**config.mk**
```make
export PLATFORM = sky130hd
export DESIGN_NAME = pc_redirect
export DESIGN_NICKNAME = d
export VERILOG_FILES = /design/src/rtl/pc_redirect.sv
export SDC_FILE = /design/constraint.sdc
export NUM_CORES = 1
export LEC_CHECK = 0
export BUFFER_PORTS_ARGS = -buffer_cell sky130_fd_sc_hd__clkbuf_2
export CAP_MARGIN = 20
export CORE_ASPECT_RATIO = 0.8
export CORE_MARGIN = 5
export CORE_UTILIZATION = 52
export DETAILED_ROUTE_END_ITERATION = 8
export PLACE_DENSITY = 0.79
export SYNTH_ARGS = -nofsm -noshare
export SYNTH_HDL_FRONTEND = slang
export SYNTH_SLANG_ARGS = --single-unit
```
**constraint.sdc**
```tcl
create_clock -name clk -period 3.6 [get_ports clk]
set_input_delay 0.72 -clock clk [delete_from_list [all_inputs] [get_ports clk]]
set_output_delay 0.72 -clock clk [all_outputs]
set_load 0.1 [all_outputs]
```
**src/rtl/pc_redirect.sv**
```systemverilog
// rtl/pc_redirect.sv - fetch PC generator with branch/jump redirect, hold and flush window
module pc_redirect #(
  parameter logic [31:0] RESET_PC     = 32'h0000_0000,
  parameter int          FLUSH_CYCLES = 2
) (
  input  logic        clk,
  input  logic        rst_n,
  input  logic        is_branch,
  input  logic        should_branch,
  input  logic        is_jal,
  input  logic        is_jalr,
  input  logic [31:0] ex_pc,
  input  logic [31:0] imm,
  input  logic [31:0] rs1,
  input  logic        stall,
  input  logic        fetch_ready,
  output logic [31:0] pc,
  output logic        fetch_valid,
  output logic        flush,
  output logic        redirect_pending,
  output logic        misaligned
);

  localparam int CNT_W = (FLUSH_CYCLES < 1) ? 1 : $clog2(FLUSH_CYCLES + 1);
  localparam logic [CNT_W-1:0] CNT_LOAD = CNT_W'(FLUSH_CYCLES);

  typedef enum logic [1:0] {
    RUN   = 2'd0,
    HOLD  = 2'd1,
    FLUSH = 2'd2
  } state_t;

  state_t           state_q, state_d;
  logic [31:0]      pc_q, pc_d;
  logic [31:0]      tgt_q, tgt_d;
  logic [CNT_W-1:0] cnt_q, cnt_d;
  logic             flush_q, flush_d;
  logic             pend_q, pend_d;
  logic             mis_q, mis_d;

  logic        take;
  logic        advance;
  logic [31:0] target;
  logic        target_bad;
  logic [31:0] pc_seq;

  // Resolve the EX-stage redirect: JALR has priority, branch and JAL share ex_pc + imm
  always_comb begin
    take    = is_jalr | is_jal | (is_branch & should_branch);
    advance = !stall & fetch_ready;
    pc_seq  = pc_q + 32'd4;
    if (is_jalr) begin
      target     = (rs1 + imm) & ~32'h1;
      target_bad = target[1];
    end else begin
      target     = ex_pc + imm;
      target_bad = target[1] | target[0];
    end
  end

  // Next-state logic; take inputs only matter in RUN, everything else is a squashed slot
  always_comb begin
    state_d = state_q;
    pc_d    = pc_q;
    tgt_d   = tgt_q;
    cnt_d   = cnt_q;
    flush_d = flush_q;
    pend_d  = pend_q;
    mis_d   = 1'b0;
    case (state_q)
      RUN: begin
        if (take && !target_bad) begin
          if (advance) begin
            pc_d    = target;
            state_d = FLUSH;
            cnt_d   = CNT_LOAD;
            flush_d = 1'b1;
          end else begin
            tgt_d   = target;
            pend_d  = 1'b1;
            state_d = HOLD;
          end
        end else begin
          mis_d = take & target_bad;
          if (advance) pc_d = pc_seq;
        end
      end
      HOLD: begin
        if (advance) begin
          pc_d    = tgt_q;
          pend_d  = 1'b0;
          state_d = FLUSH;
          cnt_d   = CNT_LOAD;
          flush_d = 1'b1;
        end
      end
      FLUSH: begin
        if (advance) pc_d = pc_seq;
        // Only un-stalled cycles retire a squashed slot
        if (!stall) begin
          if (cnt_q <= CNT_W'(1)) begin
            cnt_d   = '0;
            flush_d = 1'b0;
            state_d = RUN;
          end else begin
            cnt_d = cnt_q - CNT_W'(1);
          end
        end
      end
      default: begin
        state_d = RUN;
        cnt_d   = '0;
        flush_d = 1'b0;
        pend_d  = 1'b0;
      end
    endcase
  end

  // State and registered outputs; reset discards any held redirect or flush window
  always_ff @(posedge clk) begin
    if (!rst_n) begin
      state_q <= RUN;
      pc_q    <= RESET_PC;
      tgt_q   <= '0;
      cnt_q   <= '0;
      flush_q <= 1'b0;
      pend_q  <= 1'b0;
      mis_q   <= 1'b0;
    end else begin
      state_q <= state_d;
      pc_q    <= pc_d;
      tgt_q   <= tgt_d;
      cnt_q   <= cnt_d;
      flush_q <= flush_d;
      pend_q  <= pend_d;
      mis_q   <= mis_d;
    end
  end

  assign pc               = pc_q;
  assign flush            = flush_q;
  assign redirect_pending = pend_q;
  assign misaligned       = mis_q;
  assign fetch_valid      = rst_n & (state_q != HOLD) & !stall;

endmodule

```
==> impl_results.md <==
* Status: finished, final reports clean
* Logic pwr share at 0.543
* Hold Crit Depth at 2
* Post-CTS sizing at 0
* CTS sink count at 71
* Largest net degree at the start of global routing at 49
* Die X at between 100 and 150 um
* Crit path top cell by count: o21ai_0
* Synthesized instance count at 973
* Pleak at 3.907 nW
* Final period util at 0.9194
* Ys flop type: dfxtp_1
* Hold buffers post-CTS at 0
* Global-route wire length before repair at approximately 37 mm
* Top cells by area in the synthesized netlist: dfxtp_1 20%, ha_1 11%, a21oi_1 6.9%
* Min-Delay Startpoint: tgt_q[17]
* Placed cell count at around 1.3k
* Vias/cell at between 6 and 7
* Worst-path clk slew at approximately 0.06 ns
* Row count at 38
* CTS H-tree depth at 3
* Fillers at ~1.3k
* WP depth at 12
* Top-count cell post-synth: a21oi_1
* Yosys Warn Count at 0
* Initial antenna violation count at 0
* Final ANT Viol Nets at 0
* Syn_nets at approximately 1.1k
* Chip Height at around 120 um
* Post-Layout Cell Count at about 1.3k
* Relative slew slack at 0.4112
* CP arrival at about 3.5 ns
* Final hold vios at 0
* P&R area growth vs syn at 18.49%
* Power Internal at roughly 2.4 mW
* Worst Setup Start Kind: primary input
* VDD IR max at 0.5762 mV
* CP top delay family: compound AO/OA/AOI/OAI gates
* R2R depth at 10
* CTS Root Cell: clkbuf_16
* Syn_area_per_cell at around 7.5 um^2
* TritonCTS Buffers at 9
* GRT Residual Overflow at 0
* Worst Skew at roughly 0.006 ns
* Sw power at around 2.3 mW
* Vias at approximately 8.2k
* Vias in the first global route at 7597
* Seq pwr share at 0.239
* Minimum clock period at around 3.3 ns
* Wire length per cell at approximately 18 um
* Max_cap viols at 0
* Share of the synthesized area in the top cell type at 0.1953
* Async S/R FF share, synth at 0
* Core area at 0.01365 mm^2
* Maximum clock path buffer count at 2
* WL final at about 23 mm
* Unrepaired setup endpoints after global routing: false
* Ant diodes at 0
* CP max stage delay at 0.39 ns
* Clock latency at the later pin of the worst-skew pair at 0.34 ns
* Ratio of cells with drive above 1 in the final layout at 0.1915
* Post-CTS setup buffers at 0
* Port bufs at ~140
* Clock power share at 0.217
* Nets at about 1.3k
* All-layer global routing usage at 0.2756
* FF+latch count, synth at 71
* Final Wtd Congestion at around 0.94
* DRC Markers at 0
* WP data required at around 3.8 ns
* Launch point of the critical path: imm[0]
* Final setup TNS at 0 ns
* Fin. max-slew vios at 0
* Crit end category: flip-flop
* Worst flop-to-flop path startpoint: pc[7]
* Worst-path maximum fanout at 4
* Post-synth EDFFs at 0
* Crit-path cells: clkbuf_2 -> and2_1 -> fa_1 -> a21o_2 -> a311oi_1 -> o21ai_0 -> nand3_1 -> o21ai_0 -> a21oi_1 -> mux2i_1 -> o32ai_1 -> nor3_1
* Sw Share at 0.4930
* # IOs at 140
* CP endpoint: pc[30]
* First-iteration detailed-routing DRC count at 720
* Top cell type by total area after synthesis: dfxtp_1
* Clock tree from TritonCTS: built
* Hpwl dp at 17.80 mm
* Starting density of the core at 0.5335
* Tightest Pin Transition at between 0.8 and 0.9 ns
* Slowest CP cell: fa_1
* Pwr Density at between 500 and 600 mW/mm^2
* Reg2reg setup slack at 0.63 ns
* Post-synthesis sequential area ratio at 0.1953
* Synthesized area at between 0.007 and 0.008 mm^2
* Crit Path Class: in2reg
* Buf+Inv Stages, Crit Path at 1
* RR Endpoint: pc[31]
* Commonest cells post-synth: 101 x a21oi_1, 93 x nand2_1, 78 x nor2_1
* Fmax at around 300 MHz
* Type of the worst min-delay path: reg2reg
* Die Area at 0.01648 mm^2
* Final number of setup-violating endpoints at 0
* Synth cell types at 75
* DRT Pass-1 Iters at 6
cell usage in the layout (no fill, tap or decap), types with 5 or more instances in the layout:
cell	count
clkbuf_2	139
a21oi_1	101
nand2_1	93
nor2_1	77
o21ai_0	73
dfxtp_1	71
ha_1	66
xnor2_1	47
a21o_1	46
buf_4	35
xor2_1	27
a211oi_1	25
nand3_1	24
a221oi_1	19
and3_1	18
nor3_1	18
nand4_1	17
a31oi_1	16
o211ai_1	16
inv_1	14
mux2i_1	10
nor4_1	9
clkbuf_16	9
nand2b_1	8
or3_1	8
a211o_1	8
o21a_1	8
and2_1	7
o21bai_1	7
nor2b_1	6
a222oi_1	5
and4_1	5
metrics by stage:
stage / util / total power [mW] / hold slack [ns] / setup WS [ns] / instance area, um^2
floorplan: - / 3.086 / 0.4360 / 0.08204 / 7284
global placement: 0.6067 / 3.666 / 0.4445 / 0.02874 / 8279
detailed placement: 0.6067 / 3.696 / 0.4497 / -0.04745 / 8279
CTS: 0.6321 / 4.743 / 0.4579 / 0.3162 / 8626
global route: 0.6321 / 5.017 / 0.4792 / 0.05550 / 8626
finish: 0.6321 / 4.761 / 0.4572 / 0.2901 / 8626
worst min-delay path, stage by stage (launching register included):
cell and delay (ns):
dfxtp_1 0.31, nand2_1 0.05, a21oi_1 0.05
area by class of cell:
type,instances,area [um^2],area share
clock buffers,10,239.0,0.02771
clock inverters,6,107.6,0.01247
inverters,15,56.30,0.006527
multi-input cells,836,5618,0.6513
flip-flops and latches,71,1421,0.1648
well taps,180,225.2,0.02611
repair buffers,174,958.4,0.1111
worst min path at each step:
stage	to	slack (ns)
after floorplan	tgt_q[2]	0.44
after global placement	tgt_q[2]	0.44
after detailed placement	tgt_q[2]	0.45
after CTS	tgt_q[17]	0.46
after global routing	tgt_q[17]	0.48
final	tgt_q[17]	0.46
sequential cells by signal (all words and copies together) (netlist names):
signal            cells
pc                   32
tgt_q                32
cnt_q                 2
state_q               2
flush                 1
misaligned            1
redirect_pending      1
cells by family (layout without fill, tap and decap cells):
| group | Yosys count | after routing | synth area share |
|---|---|---|---|
| compound gates | 378 | 378 | 0.3460 |
| flops | 71 | 71 | 0.1953 |
| buf+inv | 66 | 205 | 0.03472 |
| fa+ha+maj | 68 | 68 | 0.1189 |
| mux | 10 | 10 | 0.01375 |
| xor+xnor | 74 | 74 | 0.08903 |
| simple gates | 306 | 306 | 0.2023 |
per-layer routing:
| layer | share of wire | global-route usage | vias to the layer above |
|---|---|---|---|
| met4 | 0.027 | 0.08632 | 0 |
| li1 | - | - | 3950 |
| met1 | 0.44 | 0.3768 | 3773 |
| met5 | 0 | 0 | - |
| met3 | 0.088 | 0.04992 | 43 |
| met2 | 0.44 | 0.4442 | 391 |
power by group through the flow:
stage	registers (mW)	logic, mW	clock network, mW
finish	1.14	2.59	1.04
global route	1.16	2.77	1.08
CTS	1.13	2.56	1.05
detailed placement	1.15	2.55	0
global placement	1.15	2.52	0
floorplan	1.84	1.24	0
No activity file was read; power rests on OpenSTA's default activity.
